[config.mk]
export PLATFORM = sky130hd
export DESIGN_NAME = led_event_scheduler
export DESIGN_NICKNAME = d
export VERILOG_FILES = /design/src/rtl/led_event_scheduler.sv
export SDC_FILE = /design/constraint.sdc
export NUM_CORES = 1
export LEC_CHECK = 0
export BUFFER_PORTS_ARGS = -buffer_cell sky130_fd_sc_hd__buf_2
export CELL_PAD_IN_SITES_DETAIL_PLACEMENT = 1
export CELL_PAD_IN_SITES_GLOBAL_PLACEMENT = 1
export CORE_MARGIN = 2
export CORE_UTILIZATION = 33
export DETAILED_ROUTE_END_ITERATION = 7
export PLACE_DENSITY_LB_ADDON = 0.1
export SYNTH_ARGS = -nofsm -noshare
export SYNTH_HDL_FRONTEND = slang
export SYNTH_SLANG_ARGS = --single-unit
[constraint.sdc]
create_clock -name i_clk -period 6.1 [get_ports i_clk]
set_input_delay 0.305 -clock i_clk [delete_from_list [all_inputs] [get_ports i_clk]]
set_output_delay 0.305 -clock i_clk [all_outputs]
set_load 0.005 [all_outputs]
[src/rtl/led_event_scheduler.sv]
// Round-robin time-sharing of one activity LED across NCH latched event channels.
// Optional feature macro LED_SCHED_BLINK_EN: LED blinks every BLINK_HALF cycles while a channel is shown.
module led_event_scheduler #(
  parameter int unsigned NCH          = 4,
  parameter int unsigned CNT_W        = 32,
  parameter int unsigned DEFAULT_HOLD = 2500000,
  parameter int unsigned GAP          = 250000,
  parameter int unsigned BLINK_HALF   = 125000
) (
  input  logic             i_clk,
  input  logic             i_reset,
  input  logic [NCH-1:0]   i_ev,
  input  logic             i_cfg_we,
  input  logic [CNT_W-1:0] i_cfg_hold,
  output logic             o_led,
  output logic [NCH-1:0]   o_led_sel,
  output logic [NCH-1:0]   o_pend,
  output logic             o_busy
);

  localparam int unsigned      PTR_W    = $clog2(NCH);
  localparam logic [CNT_W-1:0] HOLD_RST = CNT_W'(DEFAULT_HOLD);
  localparam logic [CNT_W-1:0] GAP_LEN  = CNT_W'(GAP);
  localparam logic [CNT_W-1:0] ONE      = CNT_W'(1);
  localparam logic [PTR_W-1:0] PTR_LAST = PTR_W'(NCH - 1);

  typedef enum logic [1:0] {
    S_IDLE,
    S_SHOW,
    S_GAP
  } state_t;

  state_t           r_state;
  state_t           w_state_nxt;
  logic [CNT_W-1:0] r_cnt;
  logic [CNT_W-1:0] w_cnt_nxt;
  logic [CNT_W-1:0] r_hold;
  logic [CNT_W-1:0] w_hold_eff;
  logic [PTR_W-1:0] r_ptr;
  logic [PTR_W-1:0] w_ptr_nxt;
  logic [NCH-1:0]   r_pend;
  logic [NCH-1:0]   w_pend_nxt;
  logic             r_led;
  logic             w_led_nxt;
  logic [NCH-1:0]   r_led_sel;
  logic [NCH-1:0]   w_sel_nxt;
  logic             r_busy;
  logic             w_busy_nxt;

  logic [NCH-1:0]   w_req;
  logic             w_any;
  logic [PTR_W-1:0] w_grant;
  logic [NCH-1:0]   w_grant_oh;
  logic [PTR_W-1:0] w_ptr_adv;
  logic             w_retrig;
  logic             w_load;

`ifdef LED_SCHED_BLINK_EN
  localparam logic [CNT_W-1:0] BLINK_LEN = CNT_W'(BLINK_HALF);
  logic [CNT_W-1:0] r_blink;
  logic [CNT_W-1:0] w_blink_nxt;
`else
  logic w_unused_blink;
  assign w_unused_blink = (BLINK_HALF == 0);
`endif

  // First requesting channel at or above ptr, wrapping around.
  function automatic logic [PTR_W-1:0] f_pick(input logic [NCH-1:0] req,
                                              input logic [PTR_W-1:0] ptr);
    logic [PTR_W-1:0] grant;
    logic             found;
    int unsigned      idx;
    grant = ptr;
    found = 1'b0;
    for (int unsigned i = 0; i < NCH; i++) begin
      idx = 32'(ptr) + i;
      if (idx >= NCH) idx = idx - NCH;
      if (!found && req[PTR_W'(idx)]) begin
        found = 1'b1;
        grant = PTR_W'(idx);
      end
    end
    return grant;
  endfunction

  assign w_req      = r_pend | i_ev;
  assign w_any      = |w_req;
  assign w_grant    = f_pick(w_req, r_ptr);
  assign w_grant_oh = NCH'(1) << w_grant;
  assign w_ptr_adv  = (w_grant == PTR_LAST) ? '0 : w_grant + PTR_W'(1);
  assign w_hold_eff = (r_hold == '0) ? ONE : r_hold;
  assign w_retrig   = |(i_ev & r_led_sel);

  // Next-state and next-output logic.
  always_comb begin
    w_state_nxt = r_state;
    w_cnt_nxt   = r_cnt;
    w_ptr_nxt   = r_ptr;
    w_pend_nxt  = r_pend;
    w_led_nxt   = r_led;
    w_sel_nxt   = r_led_sel;
    w_load      = 1'b0;
`ifdef LED_SCHED_BLINK_EN
    w_blink_nxt = r_blink;
`endif
    case (r_state)
      S_IDLE: begin
        w_led_nxt = 1'b0;
        w_sel_nxt = '0;
        w_load    = w_any;
      end
      S_SHOW: begin
        w_pend_nxt = r_pend | (i_ev & ~r_led_sel);
        if (w_retrig) begin
          w_cnt_nxt = w_hold_eff;
          w_led_nxt = 1'b1;
`ifdef LED_SCHED_BLINK_EN
          w_blink_nxt = BLINK_LEN;
`endif
        end else if (r_cnt <= ONE) begin
          w_led_nxt   = 1'b0;
          w_sel_nxt   = '0;
          w_cnt_nxt   = GAP_LEN;
          w_state_nxt = S_GAP;
        end else begin
          w_cnt_nxt = r_cnt - ONE;
`ifdef LED_SCHED_BLINK_EN
          if (r_blink <= ONE) begin
            w_led_nxt   = ~r_led;
            w_blink_nxt = BLINK_LEN;
          end else begin
            w_blink_nxt = r_blink - ONE;
          end
`endif
        end
      end
      S_GAP: begin
        if (r_cnt <= ONE) begin
          w_load      = w_any;
          w_state_nxt = S_IDLE;
        end else begin
          w_pend_nxt = r_pend | i_ev;
          w_cnt_nxt  = r_cnt - ONE;
        end
      end
      default: w_state_nxt = S_IDLE;
    endcase

    // Shared grant/load path for IDLE and end of GAP.
    if (w_load) begin
      w_state_nxt = S_SHOW;
      w_cnt_nxt   = w_hold_eff;
      w_led_nxt   = 1'b1;
      w_sel_nxt   = w_grant_oh;
      w_pend_nxt  = w_req & ~w_grant_oh;
      w_ptr_nxt   = w_ptr_adv;
`ifdef LED_SCHED_BLINK_EN
      w_blink_nxt = BLINK_LEN;
`endif
    end
  end

  assign w_busy_nxt = (w_state_nxt != S_IDLE);

  always_ff @(posedge i_clk) begin
    if (i_reset) r_state <= S_IDLE;
    else         r_state <= w_state_nxt;
  end

  always_ff @(posedge i_clk) begin
    if (i_reset) begin
      r_cnt     <= '0;
      r_hold    <= HOLD_RST;
      r_ptr     <= '0;
      r_pend    <= '0;
      r_led     <= 1'b0;
      r_led_sel <= '0;
      r_busy    <= 1'b0;
`ifdef LED_SCHED_BLINK_EN
      r_blink   <= '0;
`endif
    end else begin
      r_cnt     <= w_cnt_nxt;
      r_ptr     <= w_ptr_nxt;
      r_pend    <= w_pend_nxt;
      r_led     <= w_led_nxt;
      r_led_sel <= w_sel_nxt;
      r_busy    <= w_busy_nxt;
`ifdef LED_SCHED_BLINK_EN
      r_blink   <= w_blink_nxt;
`endif
      // A running count keeps its value; the new hold applies at the next load.
      if (i_cfg_we) r_hold <= i_cfg_hold;
    end
  end

  assign o_led     = r_led;
  assign o_led_sel = r_led_sel;
  assign o_pend    = r_pend;
  assign o_busy    = r_busy;

endmodule

Word level (Yosys, flattened, before mapping). Index checks and enable logic that the tools add are counted.

Output and inout bits: 10. Bits of input ports: 39. Register bits: 78.

Order comparisons: 9. Bitwise operators: 7. Mux-type cells: 44. Eq/ne operators: 7. Shifts and indexed selects: 1. Reduce and logical (&&, ||, !) cells: 16. Add/subtract/negate cells: 9.

Operators with widths (number): 32-bit two-way mux (5); 32-bit case mux with 2 select lines (1); 32-bit by 1-bit <= comparator with 1-bit output, second input constant (1); 32-bit logical NOT (1); 32-bit by 1-bit subtractor with 32-bit output, second input constant (1); 2-bit two-way mux (13); 4-bit two-way mux (5); 4-bit case mux with 2 select lines (2); 4-bit bitwise AND (3); 2-bit by 3-bit less-than comparator with 1-bit output, second input constant (4); 1-bit two-way mux (11); 3-bit greater-or-equal comparator, second input constant (3); 3-bit inequality test, second input constant (3); 1-bit binary-select mux with 2-bit select (4); 4-bit inverter (2); 4-bit bitwise OR (2); 4-bit OR reduction (2); 2-bit by 1-bit subtractor with 2-bit output, second input constant (4); 2-bit by 2-bit adder with 3-bit output, second input constant (2); 2-bit case mux with 3 select lines (1); 3-bit nonzero test (2); 2-bit == test, second input constant (2); 4-bit inequality test, second input constant (1); 1-bit case mux with 2 select lines (2); other kinds (11) (16).

Depth between registers and ports, before layout. Gate-level depths: netlist (run 1).

Depth in word-level cells: 18. Depth in mapped cells: 11. Depth with buffers taken out: 9.

Worst setup path after synthesis (run 1). Ideal clock, no wire load.

Path type: register to register. From: register r_cnt[24]. To: register r_cnt[21]. Arrival: 2.288 ns. Path buffers: 1. Period minus slack after synthesis: 2.404 ns. Stages on the path, launching flop included: 9. Data required time: 5.983 ns. Slack: 3.696 ns. Cells stage by stage: dfxtp_1 -> or4_4 -> nor4_4 -> nand4_4 -> o22a_2 -> buf_6 -> a31o_1 -> a32oi_1 -> nand2_1.

Word-level cells in the longest chain between the ends: 5. Elaborated cells between the ends (all ways): 10.

Ends and longest elaborated chain: from (decl) (RTL line 35) `logic [CNT_W-1:0] r_cnt;`; from (signal assigned) (RTL line 183) `r_cnt <= w_cnt_nxt;`; 32-bit by 1-bit <= comparator with 1-bit output (*) (RTL line 120, 138); 1-bit two-way mux / 32-bit two-way mux (equally long branches) (RTL line 138, 120); 1-bit case mux with 2 select lines / 32-bit two-way mux (equally long branches) (RTL line 106, 114); 3-bit inequality test (no source line), or another cell as far along; 2-bit AND reduction (no source line) / 32-bit two-way mux (equally long branches).

Mark *: on every way between the ends. The rest lies on a longest branch, timed or not. A chain may end at the register's enable or synchronous reset.

Worst setup path after layout (run 1).
From: register r_cnt[6]. To: register r_cnt[2].

The elaborated chain is that of the path after synthesis.

==> flow_summary_export.csv, run 1 <==
group,metric,value,unit
yosys,syn_inst,470,
floorplanning,row_count,41,
drt,postRouteAntennaNets,0,
floorplanning,core-area,0.0126,mm²
yosys,synth_warnings,0,
cells_and_area,final_nets,552,
power,pwr-share-clk,29.6,%
cts,htree_levels,3,
min_path,min_from,"i_cfg_hold[10]",
cts,cts_sinks,78,
global_routing,grt_max_degree,43,
timing,hold_viol,0,
floorplanning,pin_count,49,
worst_setup_path,reg2reg_from,"r_cnt[6]",
cells_and_area,drive_above_1_share,19.4,%
timing,post-route-min-period,3.34,ns
yosys,synthTopCellsByArea,"dfxtp_1 37%, mux2i_1 7.8%, nor2_1 5.1%",
outcome,status,"finished, final reports clean",
global_routing,grt_overflow_total,0,
drt,via_count,3749,
cells_and_area,areaGrowthSynthToFinish,14.2,%
timing,fmax,299,MHz
timing,slew_headroom,34.2,%
power,p_total,0.00168,W
min_path,hold_path_end,"r_hold[10]",
worst_setup_path,cp-start-kind,"register",
power,power_switching,0.000602,W
worst_setup_path,crit_fanout,26,
cts,cts-root-buf,"clkbuf_16",
cells_and_area,antennaDiodeCount,0,
yosys,yosysSeqAreaShare,37.0,%
global_routing,antenna_found_initial,0,
power,switching_share,35.9,%
drt,viasPerCell,5.49,
drt,post-route-drc-count,0,
worst_setup_path,critical_path_required,6.32,ns
timing,fin_crit_sh,54.8,%
cts,clk_path_buf_depth,2,
floorplanning,dieHeight,117,µm
yosys,netlist_area,0.00423,mm²
yosys,syn_nets,515,
cts,clkLatencyLatePin,0.34,ns
cts,cts_setup_buffers,0,
global_routing,grtUsageTotal,19.8,%
worst_setup_path,r2r_cells,7,
drt,firstDrtPassIters,4,
cells_and_area,final_util,38.4,%
power,irDropWorstVdd,132,µV
worst_setup_path,critical_path_class,"reg -> reg",
worst_setup_path,critPathArrivalTime,3.57,ns
worst_setup_path,ff2ff_setup_slack,2.76,ns
timing,setup_violations,0,
min_path,hp-class,"in -> reg",
cts,post_cts_resized,0,
power,comb_power_share,31.8,%
drt,wire_per_inst,18.6,µm
power,power_density,347,mW/mm²
cts,cts_tree,"done",
floorplanning,die_area,0.0137,mm²
job,drv_cap,0,
cts,hold_buffers,0,
power,power_frac_seq,38.6,%
yosys,synth-edff-count,0,
worst_setup_path,critPathCaptureType,"register",
timing,worst_slew_pin_slew,0.979,ns
floorplanning,initial_core_util,33.6,%
placement,dpl.hpwl,9.03,mm
yosys,synth.avg_cell_area,8.99,µm²
cts,clk_pin_slew_worst_paths,0.06,ns
floorplanning,die_x,117,µm
global_routing,grt_pass1_wl,20.7,mm
global_routing,grt_pass1_vias,3903,
cells_and_area,fillerInstances,1472,
placement,portBuffers,48,
power,intPower,0.00107,W
yosys,synthFlopType,"dfxtp_1",
drt,drt_iter0_markers,143,
timing,fin_skew,0.00742,ns
power,leakage,1.90,nW
timing,drv_slew,0,
timing,tns,0,ns
yosys,ys_types,73,
drt,routed_wl,12.7,mm
yosys,ys_async_sr_fraction,0,%
yosys,ys_seq_elements,78,
timing,rsz0062_at_grt,"false",
min_path,hold_depth,3,
worst_setup_path,r2r_end,"r_cnt[2]",
yosys,yosysTopAreaCell,"dfxtp_1",
placement,gp_congestion,0.832,
yosys,yosysTopAreaCellShare,37.0,%
cts,numCtsBuffers,9,
==> state kept, by name (all words and copies together) (netlist names) <==
signal,flops
r_ptr,2
o_busy,1
o_pend,4
o_led,1
r_hold,32
r_state,2
r_cnt,32
o_led_sel,4
==> worst max-delay path by stage <==
stage / slack (ns) / start / to
2_1_floorplan: 3.70 / r_cnt[24] / r_cnt[21]
3_3_place_gp: 2.88 / r_cnt[6] / r_cnt[2]
3_5_place_dp: 2.82 / r_cnt[6] / r_cnt[2]
4_1_cts: 2.79 / r_cnt[6] / r_cnt[2]
5_1_grt: 2.55 / r_cnt[5] / r_cnt[2]
6_report: 2.76 / r_cnt[6] / r_cnt[2]
==> layout make-up <==
| class | instances | area (µm²) | share of cell area [%] |
|---|---|---|---|
| Clock inverter | 1 | 5.00 | 0.104 |
| Multi-Input combinational cell | 345 | 2430 | 50.3 |
| Sequential cell | 78 | 1560 | 32.4 |
| Tap cell | 172 | 215 | 4.46 |
| Clock buffer | 14 | 264 | 5.47 |
| Inverter | 20 | 75.1 | 1.56 |
| Timing Repair Buffer | 53 | 278 | 5.76 |
==> cell usage in the layout (no fill, tap or decap), types with 3 or more instances in the layout <==
| cell | netlist | routed |
|---|---|---|
| a211oi_1 | 10 | 10 |
| a211oi_2 | 4 | 4 |
| a21oi_1 | 18 | 18 |
| a221oi_2 | 6 | 6 |
| a22o_1 | 4 | 4 |
| a22oi_1 | 4 | 4 |
| a31o_1 | 3 | 3 |
| a31oi_1 | 8 | 8 |
| a32o_1 | 4 | 4 |
| a32oi_1 | 10 | 10 |
| buf_2 | 1 | 48 |
| buf_4 | 2 | 5 |
| clkbuf_1 | 12 | 3 |
| clkbuf_16 | 0 | 9 |
| dfxtp_1 | 78 | 78 |
| ha_1 | 6 | 6 |
| inv_1 | 19 | 19 |
| mux2i_1 | 33 | 33 |
| nand2_1 | 42 | 42 |
| nand2b_1 | 3 | 3 |
| nand3_1 | 14 | 14 |
| nand4_1 | 5 | 5 |
| nor2_1 | 57 | 57 |
| nor2b_1 | 3 | 3 |
| nor3_1 | 10 | 10 |
| nor4_1 | 13 | 13 |
| nor4_2 | 3 | 3 |
| o211ai_1 | 5 | 5 |
| o21ai_0 | 11 | 11 |
| o22ai_1 | 5 | 5 |
| o32ai_1 | 7 | 7 |
| o32ai_2 | 3 | 3 |
| or3_1 | 4 | 4 |
| or4_1 | 4 | 4 |
==> synth_stat cells (8+ instances only) <==
library cell	instances
inv_1	19
nand2_1	42
nor2_1	57
clkbuf_1	12
mux2i_1	33
nor4_1	13
a211oi_1	10
a32oi_1	10
nand3_1	14
a31oi_1	8
nor3_1	10
o21ai_0	11
dfxtp_1	78
a21oi_1	18
==> stage by stage <==
stage	hold WS [ns]	instance area [µm²]	instances	setup slack [ns]
after floorplan	0.434	4230	470	3.70
after global placement	0.458	4560	668	2.88
after detailed placement	0.476	4560	668	2.82
after CTS	0.171	4820	683	2.79
after global routing	0.191	4820	683	2.55
final	0.184	4820	683	2.76
==> metal layers <==
metal	track usage, %	part of all wire [%]
met5	0	0
met3	2.94	2.6
met4	6.98	1.3
met1	26.9	49
met2	32.2	47
==> worst max-delay path, cell delays in order (launching register included) <==
cell     delay, ns
dfxtp_1       0.35
nor4_1        0.70
and4b_1       0.32
and4_1        0.30
nor2b_1       0.69
nor2_4        0.30
a32o_1        0.35
a32o_1        0.21
==> cells by family (layout without fill, tap and decap cells) <==
| logic type | count (synthesis) | count (layout) | share of synthesized area (%) |
|---|---|---|---|
| buffers and inverters | 47 | 88 | 5.63 |
| adders and majority gates | 6 | 6 | 1.78 |
| AOI/OAI and AO/OA | 124 | 124 | 24.4 |
| muxes | 33 | 33 | 7.82 |
| and+or+nand+nor | 179 | 179 | 22.8 |
| xor gates and xnor gates | 3 | 3 | 0.622 |
| DFF | 78 | 78 | 37.0 |
==> power by group through the flow <==
stage               combinational [W]  clock, W  sequential, W
global placement             0.000527         0       0.000653
floorplan                    0.000412         0       0.000635
detailed placement           0.000534         0       0.000656
finish                       0.000534  0.000496       0.000646
global route                 0.000596  0.000536       0.000658
CTS                          0.000538  0.000514       0.000646
No activity file was read; power rests on OpenSTA's default activity.
==> run 2: changes to the inputs <==
ABC_AREA = 1   (was not set)
clock period = 2.9 ns   (was 6.1 ns; I/O delays follow)
==> run 2 against run 1 <==
Effect of this change: critical path depth rose by 7; combinational power rose to 4.3 times the previous value; setup slack got worse by 2.4 ns; power grew to 3.0 times the previous value; global-route usage up 0.65 points; routed wire length rose by 24%; largest power group is now combinational cells.
==> flow_summary_export.csv, run 2 <==
group,metric,value,unit
cts,hold_buffers,0,
timing,fin_skew,0.00513,ns
global_routing,grt_pass1_wl,26.5,mm
yosys,synthAdderAreaFrac,1.52,%
yosys,synth-edff-count,0,
worst_setup_path,cp_common_cell,"nand2_1",
yosys,synthTopCellsByArea,"dfxtp_1 32%, nand2_1 12%, nor2_1 9.3%",
worst_setup_path,critPathMaxStageDelay,0.47,ns
global_routing,grt_pass1_vias,5216,
power,power_density,896,mW/mm²
drt,via_count,5068,
outcome,status,"finished, final reports clean",
cts,post_cts_resized,0,
power,pwr-share-clk,23.5,%
cells_and_area,reg.largest.list,"r_cnt (32), r_hold (32)",
cts,cts_sinks,78,
timing,fin_crit_sh,88.1,%
global_routing,antenna_found_initial,0,
yosys,netlist_top_cells_count,"161 x nand2_1, 122 x nor2_1, 94 x inv_1",
cts,numCtsBuffers,9,
floorplanning,die_x,126,µm
floorplanning,core-area,0.0146,mm²
yosys,yosysMostFrequentCell,"nand2_1",
floorplanning,die_area,0.0160,mm²
power,comb_power_share,45.7,%
worst_setup_path,crit_fanout,8,
yosys,syn_inst,781,
power,switching_share,45.1,%
yosys,ys_seq_elements,78,
yosys,synth_mux_area_share,0,%
cells_and_area,drive_above_1_share,12.0,%
worst_setup_path,slowest_stage,"dfxtp_1",
power,p_total,0.00500,W
yosys,netlist_area,0.00494,mm²
cells_and_area,design_area,0.00558,mm²
cts,htree_levels,3,
power,irDropWorstVdd,308,µV
floorplanning,initial_core_util,33.8,%
yosys,synth.avg_cell_area,6.32,µm²
worst_setup_path,critical_path_class,"reg -> reg",
worst_setup_path,critPathCaptureType,"register",
cells_and_area,antennaDiodeCount,0,
timing,slew_headroom,65.5,%
cells_and_area,stdcell_count,999,
floorplanning,row_count,44,
drt,met1_length,7.70,mm
timing,fmax,391,MHz
cells_and_area,final_nets,855,
cells_and_area,layout_commonest_cell,"nand2_1",
yosys,ys_types,38,
placement,dp_cells,983,
drt,post-route-drc-count,0,
yosys,yosys.area_share.simple,38.9,%
drt,postRouteAntennaNets,0,
yosys,synthFlopType,"dfxtp_1",
power,power_switching,0.00225,W
cts,cts_tree,"done",
timing,setup_violations,0,
worst_setup_path,critPathArrivalTime,2.85,ns
worst_setup_path,cp-start-kind,"register",
yosys,synth-compound-area-share,12.7,%
power,power_frac_seq,30.8,%
cts,cts-root-buf,"clkbuf_16",
job,drv_cap,0,
yosys,synth_warnings,0,
yosys,synth_top_family_by_area,"simple AND/OR/NAND/NOR gates",
placement,dpl.hpwl,11.7,mm
cts,clk_pin_slew_worst_paths,0.06,ns
yosys,synth_xor_area_share,3.37,%
power,leakage,2.80,nW
timing,tns,0,ns
timing,drv_slew,0,
cts,clkLatencyLatePin,0.34,ns
drt,wire_per_inst,15.8,µm
min_path,hp-class,"in -> reg",
timing,worst_slew_pin_slew,0.512,ns
yosys,yosysTopAreaCell,"dfxtp_1",
floorplanning,dieHeight,126,µm
power,intPower,0.00274,W
drt,highest_layer,"met4",
cells_and_area,areaGrowthSynthToFinish,13.1,%
worst_setup_path,critical_path_required,3.19,ns
yosys,syn_nets,826,
global_routing,grt_overflow_total,0,
global_routing,grtUsageTotal,20.5,%
cts,cts_setup_buffers,0,
worst_setup_path,path_cells,"inv_1 > o21ai_0 > o21ai_0 > nor2b_1 > nand2_1 > nand2_1 > nand2_1 > nand2_1 > nand2_1 > ha_1 > or2_2 > o211ai_2 > nand3_1 > inv_1",
cts,clk_path_buf_depth,2,
timing,rsz0062_at_grt,"false",
floorplanning,pin_count,49,
drt,wl_met2,7.49,mm
cells_and_area,final_cell_mix,"161 x nand2_1, 122 x nor2_1, 94 x inv_1",
placement,gp_congestion,0.805,
drt,viasPerCell,5.07,
placement,dpl_cell_area,0.00528,mm²
timing,hold_viol,0,
drt,dr_wl_met3,392,µm
yosys,yosysSeqAreaShare,31.6,%
yosys,yosysTopAreaCellShare,31.6,%
yosys,ys_async_sr_fraction,0,%
drt,drt_iter0_markers,292,
timing,post-route-min-period,2.56,ns
global_routing,grt_max_degree,70,
placement,portBuffers,48,
drt,firstDrtPassIters,5,
drt,routed_wl,15.8,mm
[run 2: cell types whose count changed after synthesis, sizes merged, moves of 16 or more]
cell   previous run  this run
mux2i            33         0
nand3            14        73
inv              19        97
nor2             59       132
o21ai            11        79
nand4             6        38
nand2            44       171
nor4             18         2
[run 2: final cells by class]
cell class	count	area, µm²
multi-input cells	566	2790
clock buffers	11	243
fillers	1946	9010
clock inverters	5	58.8
inverters	99	373
flip-flops and latches	78	1560
repair buffers	56	325
well taps	184	230
[run 2: metrics by stage]
step | setup WS [ns] | hold slack [ns] | util (%)
3_3_place_gp | 0.530 | 0.355 | 36.2
6_report | 0.344 | 0.0119 | 38.3
5_1_grt | 0.0178 | 0.0237 | 38.3
4_1_cts | 0.331 | 0.00420 | 38.3
3_5_place_dp | 0.371 | 0.364 | 36.2
2_1_floorplan | 0.693 | 0.245 | -
[run 2: final timing paths]
kind	start	to	slack, ns	cells after the start
max	r_ptr[0]	o_pend[0]	0.34	14
min	i_cfg_hold[18]	r_hold[18]	0.01	3
min reg2reg	r_hold[12]	r_hold[12]	0.48	2
max reg2reg	r_ptr[0]	o_pend[0]	0.34	14
[run 2: per-layer routing]
metal	GRT usage [%]	up-vias
met3	2.61	13
li1	-	2573
met5	0	-
met2	34.9	64
met4	6.08	0
met1	27.2	2418
[run 2: kinds of logic (layout without fill, tap and decap cells)]
kind of cell               after synthesis  after routing
DFF                                     78             78
buffers and inverters                  137            171
and+or+nand+nor                        423            423
xor gates and xnor gates                19             19
adders and majority gates                6              6
AOI/OAI and AO/OA                      118            118
[run 2: power groups by stage]
stage          Combinational [W]  Clock (W)  Sequential (W)
2_1_floorplan            0.00177          0         0.00147
3_3_place_gp             0.00221          0         0.00155
3_5_place_dp             0.00229          0         0.00156
4_1_cts                  0.00231    0.00121         0.00154
5_1_grt                  0.00261    0.00125         0.00157
6_report                 0.00228    0.00118         0.00154
[run 2: critical path, delay by kind of cell, from the launching register on]
kind,cells,cell delay (ns)
compound gates,3,0.61
fa+ha+maj,1,0.21
buf+inv,2,0.22
flops,1,0.47
simple gates,8,1.00
